File: config.mk
export PLATFORM = sky130hd
export DESIGN_NAME = mem_port_arbiter
export DESIGN_NICKNAME = d
export VERILOG_FILES = /design/src/rtl/mem_port_arbiter.sv
export SDC_FILE = /design/constraint.sdc
export NUM_CORES = 1
export LEC_CHECK = 0
export ABC_AREA = 0
export BUFFER_PORTS_ARGS = -buffer_cell sky130_fd_sc_hd__buf_2
export CAP_MARGIN = 20
export CORE_AREA = 2 2 113 115
export DETAILED_ROUTE_END_ITERATION = 12
export DIE_AREA = 0 0 115 117
export GPL_TIMING_DRIVEN = 1
export MAX_ROUTING_LAYER = met4
export PLACE_DENSITY = 0.51
export SYNTH_ARGS = -nofsm -noshare
export SYNTH_HDL_FRONTEND = slang
export SYNTH_SLANG_ARGS = --single-unit
File: constraint.sdc
create_clock -name clock -period 2.5 [get_ports clock]
set_input_delay 0 -clock clock [delete_from_list [all_inputs] [get_ports clock]]
set_output_delay 0 -clock clock [all_outputs]
set_load 0.01 [all_outputs]
File: src/rtl/mem_port_arbiter.sv
// Arbiter sharing one single-port, 1-cycle-latency memory between instruction fetch and data access.
// Define MEM_ARB_ROUND_ROBIN_EN for round-robin arbitration; the default is data-priority with fetch starvation relief.
module mem_port_arbiter #(
    parameter int ADDR_W       = 32,
    parameter int DATA_W       = 32,
    parameter int STARVE_LIMIT = 4
) (
    input  logic                clock,
    input  logic                reset,
    input  logic                io_imem_req_valid,
    output logic                io_imem_req_ready,
    input  logic [ADDR_W-1:0]   io_imem_addr,
    output logic                io_imem_resp_valid,
    output logic [DATA_W-1:0]   io_imem_rdata,
    input  logic                io_dmem_req_valid,
    output logic                io_dmem_req_ready,
    input  logic [ADDR_W-1:0]   io_dmem_addr,
    input  logic                io_dmem_wen,
    input  logic [DATA_W-1:0]   io_dmem_wdata,
    input  logic [DATA_W/8-1:0] io_dmem_wmask,
    output logic                io_dmem_resp_valid,
    output logic [DATA_W-1:0]   io_dmem_rdata,
    output logic                io_mem_en,
    output logic                io_mem_wen,
    output logic [ADDR_W-1:0]   io_mem_addr,
    output logic [DATA_W-1:0]   io_mem_wdata,
    output logic [DATA_W/8-1:0] io_mem_wmask,
    input  logic [DATA_W-1:0]   io_mem_rdata,
    output logic [15:0]         io_conflicts
);

    typedef enum logic [1:0] {
        OWN_NONE = 2'd0,
        OWN_IMEM = 2'd1,
        OWN_DMEM = 2'd2
    } owner_e;

    owner_e      owner_q, owner_d;
    logic        was_write_q, was_write_d;
    logic [15:0] conflicts_q, conflicts_d;
    logic        gnt_imem, gnt_dmem, contested;
`ifdef MEM_ARB_ROUND_ROBIN_EN
    logic        rr_imem_next_q, rr_imem_next_d;
`else
    logic [3:0]  starve_q, starve_d;
`endif

    assign contested = io_imem_req_valid && io_dmem_req_valid;

    // Grant is suppressed while reset is high so nothing reaches the memory.
    always_comb begin
        gnt_imem = 1'b0;
        gnt_dmem = 1'b0;
        if (!reset) begin
            if (contested) begin
`ifdef MEM_ARB_ROUND_ROBIN_EN
                gnt_imem = rr_imem_next_q;
`else
                gnt_imem = (starve_q >= 4'(STARVE_LIMIT));
`endif
                gnt_dmem = !gnt_imem;
            end else begin
                gnt_imem = io_imem_req_valid;
                gnt_dmem = io_dmem_req_valid;
            end
        end
    end

    always_comb begin
        io_imem_req_ready = gnt_imem;
        io_dmem_req_ready = gnt_dmem;
        io_mem_en         = gnt_imem || gnt_dmem;
        io_mem_wen        = gnt_dmem && io_dmem_wen;
        io_mem_addr       = '0;
        io_mem_wdata      = '0;
        io_mem_wmask      = '0;
        if (gnt_imem) begin
            io_mem_addr = io_imem_addr;
        end else if (gnt_dmem) begin
            io_mem_addr  = io_dmem_addr;
            io_mem_wdata = io_dmem_wdata;
            io_mem_wmask = io_dmem_wmask;
        end
    end

    always_comb begin
        owner_d     = OWN_NONE;
        was_write_d = gnt_dmem && io_dmem_wen;
        conflicts_d = conflicts_q;
        if (gnt_imem) begin
            owner_d = OWN_IMEM;
        end else if (gnt_dmem) begin
            owner_d = OWN_DMEM;
        end
        if (contested && (conflicts_q != 16'hFFFF)) begin
            conflicts_d = conflicts_q + 16'd1;
        end
`ifdef MEM_ARB_ROUND_ROBIN_EN
        rr_imem_next_d = contested ? gnt_dmem : rr_imem_next_q;
`else
        starve_d = 4'd0;
        if (io_imem_req_valid && !gnt_imem) begin
            starve_d = (starve_q == 4'hF) ? starve_q : starve_q + 4'd1;
        end
`endif
    end

    always_ff @(posedge clock) begin
        if (reset) begin
            owner_q        <= OWN_NONE;
            was_write_q    <= 1'b0;
            conflicts_q    <= 16'd0;
`ifdef MEM_ARB_ROUND_ROBIN_EN
            rr_imem_next_q <= 1'b1;
`else
            starve_q       <= 4'd0;
`endif
        end else begin
            owner_q        <= owner_d;
            was_write_q    <= was_write_d;
            conflicts_q    <= conflicts_d;
`ifdef MEM_ARB_ROUND_ROBIN_EN
            rr_imem_next_q <= rr_imem_next_d;
`else
            starve_q       <= starve_d;
`endif
        end
    end

    // Responses are masked during reset so a response pending at reset is dropped.
    always_comb begin
        io_imem_resp_valid = !reset && (owner_q == OWN_IMEM);
        io_dmem_resp_valid = !reset && (owner_q == OWN_DMEM);
        io_imem_rdata      = io_imem_resp_valid ? io_mem_rdata : '0;
        io_dmem_rdata      = (io_dmem_resp_valid && !was_write_q) ? io_mem_rdata : '0;
        io_conflicts       = conflicts_q;
    end

endmodule

-- Word-level counts from Yosys, hierarchy flattened
Cells that the tools add are included.
- input port bits: 137
- output and inout bits: 154
- word-level logic and storage cells: 41
- register bits: 23
- muxes and demuxes: 14
- bitwise gates (word level): 1
- $lt $le $gt $ge: 1
- equality and inequality tests: 4
- $add $sub $neg: 2
- reductions and logical operators: 14
- operators by type and width (kind ; number):
    32-bit 2-to-1 mux ; 6
    16-bit by 1-bit adder with 16-bit output (second input constant) ; 1
    16-bit != test (second input constant) ; 1
    4-bit 2-to-1 mux ; 2
    1-bit logical AND ; 7
    1-bit 2-to-1 mux ; 5
    4-bit by 1-bit adder with 4-bit output (second input constant) ; 1
    4-bit == test (second input constant) ; 1
    4-bit by 3-bit >= comparator with 1-bit output (second input constant) ; 1
    1-bit logical NOT ; 4
    2-bit OR reduction ; 2
    2-bit by 1-bit == test with 1-bit output (second input constant) ; 1
    2-bit == test (second input constant) ; 1
    2-bit 2-to-1 mux ; 1
    1-bit logical OR ; 1
    1-bit inverter ; 1

-- Depth between registers and ports, before layout
- depth after elaboration: 7
- gate-level depth with buffers: 6
- depth with buffers taken out: 5

-- Least setup slack after synthesis
No wires, ideal clock.
- kind: register to register
- start point: register conflicts_q[0], in the netlist io_conflicts[0]
- end point: register conflicts_q[8], in the netlist io_conflicts[8]
- path slack: 916 ps
- path buffers: 0
- cell stages (with the launch flop): 6
- arrival: 1514 ps
- library setup time: 70 ps
- path through: dfxtp_1 > ha_1 > and3_2 > nand2_1 > or4_1 > a21oi_1
- longest elaborated chain between the ends: 2
- RTL lines (item ; line ; RTL):
    from (decl) ; 40 ; logic [15:0] conflicts_q, conflicts_d;
    from (signal assigned) ; 121 ; conflicts_q <= conflicts_d;
    branches (longest 2 deep; another with 16-bit by 1-bit adder with 16-bit output) ; - ;
Parallel ways; which one is timed is not known.
A chain may end at the register's enable or synchronous reset.

-- Final worst setup path
- start point: register starve_q[2]
- end point: output io_mem_addr[4]
- longest elaborated chain between the ends: 6
- RTL lines (item ; line ; RTL):
    from (decl) ; 45 ; logic [3:0] starve_q, starve_d;
    from (signal assigned) ; 125 ; starve_q <= starve_d;
    4-bit by 3-bit >= comparator with 1-bit output * ; 59 ; gnt_imem = (starve_q >= 4'(STARVE_LIMIT));
    1-bit logical NOT ; 61 ; gnt_dmem = !gnt_imem;
    1-bit 2-to-1 mux ; 55 ; if (contested) begin
    1-bit 2-to-1 mux ; 54 ; if (!reset) begin
    32-bit 2-to-1 mux ; 79 ; end else if (gnt_dmem) begin
    32-bit 2-to-1 mux * ; 77 ; if (gnt_imem) begin
    to (decl) ; 25 ; output logic [ADDR_W-1:0] io_mem_addr,
Every way passes the cells marked *; elsewhere a longest branch is shown, timed or not.

==> insert_results.sql <==
INSERT INTO impl_metrics (metric_group, metric, value, unit) VALUES
('status', 'run_status', 'complete, but fails checks', ''),
('status', 'violations', 'hold timing', ''),
('sta', 'fin_tns_setup', '0', 'ns'),
('grt', 'gr-usage-met1', '15.8', '%'),
('logic_synthesis', 'mapped_nets', '414', ''),
('logic_synthesis', 'netlist-cell-type-count', '43', ''),
('critical_path', 'critical_path_required', '2.50', 'ns'),
('drt', 'detailedRoute.firstPassIterationCount', '4', ''),
('critical_path', 'crit_path_top_delay_cell', 'and3_2', ''),
('critical_path', 'worstSetupPathType', 'register to output pin', ''),
('floorplanning', 'row_count', '41', ''),
('cts', 'numCtsBuffers', '3', ''),
('run', 'max_capacitance_violation_total', '0', ''),
('sta', 'unrepaired_setup_endpoints_after_global_routing', 'false', ''),
('cts', 'cts_resized', '0', ''),
('cts', 'clkLatencyLatePin', '0.26', 'ns'),
('floorplanning', 'start_util', '17.2', '%'),
('logic_synthesis', 'edff_count_synth', '0', ''),
('worst_hold_path', 'timing.hold.worst.start', 'io_dmem_wen', ''),
('power_and_ir_drop', 'vdd_ir_drop_max', '0.000189', 'V'),
('grt', 'use_met3', '1.96', '%'),
('logic_synthesis', 'post_synth.cell_area_avg', '7.70', 'um^2'),
('critical_path', 'crit_chain', 'o21ai_0 -> and3_2 -> buf_4 -> a22o_1 -> buf_2', ''),
('worst_hold_path', 'worst_hold_path.num_cells', '2', ''),
('sta', 'setup_viol_count_final', '0', ''),
('sta', 'layout_min_cycle_time', '1.92', 'ns'),
('critical_path', 'reg2reg_depth', '4', ''),
('floorplanning', 'io_pins', '291', ''),
('logic_synthesis', 'syn_inst', '275', ''),
('sta', 'timing.hold.ws', '-0.0106', 'ns'),
('sta', 'fin_crit_sh', '76.8', '%'),
('final_layout', 'final_common_cell', 'buf_2', ''),
('critical_path', 'r2r_start', 'io_conflicts[14]', ''),
('sta', 'final_hold_violation_count', '1', ''),
('logic_synthesis', 'yosys_register_bits', '23', ''),
('critical_path', 'ff_to_ff_end', 'io_conflicts[0]', ''),
('logic_synthesis', 'ys_top_cells_by_area', 'and2_1 (31%), dfxtp_1 (22%), a22o_1 (13%)', ''),
('final_layout', 'most-common-layout-cells', 'buf_2 (290), and2_1 (105), a22o_1 (32), dfxtp_1 (23), nand2_1 (12)', ''),
('drt', 'drt_first_iter_violations', '98', ''),
('drt', 'post_drt_wl_per_cell', '15.4', 'um'),
('final_layout', 'layout.cells.non_filler', '706', ''),
('critical_path', 'critical_path.max_stage_delay', '0.61', 'ns'),
('final_layout', 'finish.net_count', '694', ''),
('cts', 'htree_num_levels', '1', ''),
('final_layout', 'synth_to_layout_area_growth', '79.4', '%'),
('cts', 'clock_path_buffers', '2', ''),
('grt', 'globalRoute.busiestLayer', 'met2', ''),
('grt', 'globalRouteOverflowTotal', '0', ''),
('power_and_ir_drop', 'design_power_total', '1110', 'uW'),
('placement', 'portBuffers', '290', ''),
('cts', 'cts_num_sinks', '23', ''),
('drt', 'detail_route.drc_violations', '0', ''),
('grt', 'grt_pass1_vias', '2606', ''),
('drt', 'detailroute.via_count', '3116', ''),
('cts', 'tritoncts', 'built', ''),
('final_layout', 'final_cell_area', '0.00380', 'mm^2'),
('logic_synthesis', 'synth_top_area_share', '31.0', '%'),
('grt', 'grt_antenna_before_repair', '2', ''),
('worst_hold_path', 'hold_path_end', 'was_write_q', ''),
('cts', 'cts_hold_buffers', '0', ''),
('sta', 'max_frequency', '0.521', 'GHz'),
('logic_synthesis', 'post_synth_instance_area', '0.00212', 'mm^2'),
('critical_path', 'timing.critical_path.fanout_max', '40', ''),
('floorplanning', 'die_x', '115', 'um'),
('grt', 'grt_pass1_wl', '13.9', 'mm'),
('final_layout', 'fraction_of_final_layout_cells_sized_beyond_drive_strength_1', '56.3', '%'),
('grt', 'grt.met2_usage', '23.7', '%'),
('critical_path', 'critical_path.top_delay_family', 'simple AND/OR/NAND/NOR gates', ''),
('critical_path', 'arr_time_crit_path', '1.92', 'ns'),
('sta', 'max_slew.worst_pin.slew', '0.601', 'ns'),
('cts', 'ctsRootBufferMaster', 'clkbuf_16', '');
-- sequential cells by signal, summed over array words and instances (netlist names) --
name / flops
owner_q: 2
io_conflicts: 16
was_write_q: 1
starve_q: 4
-- power breakdown --
part / internal [uW] / total (uW) / leakage [uW] / switching [uW]
clock network: 218 / 352 / 0.0000382 / 134
logic: 189 / 379 / 0.00199 / 190
registers: 372 / 376 / 0.000186 / 4.02
total: 780 / 1110 / 0.00222 / 328
-- layer usage --
metal  share of wire (%)  vias to the layer above
met3                 6.0                       22
met1                  39                     1394
met2                  49                      164
met5                   0                        -
li1                    -                     1536
met4                 5.6                        0
-- kinds of logic (layout without fill, tap and decap cells) --
logic type | after synthesis | after routing | share of synthesized area (%)
buf+inv | 22 | 301 | 4.91
flops | 23 | 23 | 21.7
simple gates | 164 | 164 | 48.3
mux | 3 | 3 | 1.54
fa+ha+maj | 2 | 2 | 1.18
other cells | 1 | 3 | 0.177
compound gates | 60 | 60 | 22.1
-- Yosys cell counts, types with 3 or more instances --
| cell | n |
|---|---|
| and2_1 | 105 |
| a22o_1 | 32 |
| dfxtp_1 | 23 |
| clkbuf_1 | 13 |
| nand2_1 | 12 |
| a21oi_1 | 8 |
| nor2_1 | 8 |
| nand4_1 | 6 |
| and3_2 | 5 |
| nand3_1 | 5 |
| a211oi_1 | 4 |
| buf_2 | 4 |
| nor2b_1 | 4 |
| o31ai_1 | 4 |
| or4_1 | 4 |
| o21ai_0 | 3 |
-- worst max-delay path by stage --
stage / to / slack [ns] / startpoint / cells past startpoint
CTS: io_mem_addr[4] / 0.54 / starve_q[2] / 5
floorplan: io_conflicts[8] / 0.92 / io_conflicts[0] / 5
finish: io_mem_addr[4] / 0.58 / starve_q[2] / 5
global route: io_mem_addr[25] / 0.34 / starve_q[2] / 5
detailed placement: io_conflicts[0] / 0.78 / io_conflicts[14] / 4
global placement: io_conflicts[0] / 0.80 / io_conflicts[12] / 4
-- layout make-up --
type / count / area (um^2)
antenna: 2 / 5.00
sequential: 23 / 460
tap: 150 / 188
clock buffer: 4 / 78.8
fill: 1319 / 8510
multi-input combinational: 230 / 1560
inverter: 2 / 7.51
timing repair buffer: 295 / 1500
-- per-stage QoR --
stage	setup WS [ns]	utilization, %
finish	0.580	30.9
global route	0.340	30.9
CTS	0.537	30.8
detailed placement	0.784	30.2
global placement	0.795	30.2
floorplan	0.916	-
No activity file was read; power rests on OpenSTA's default activity.
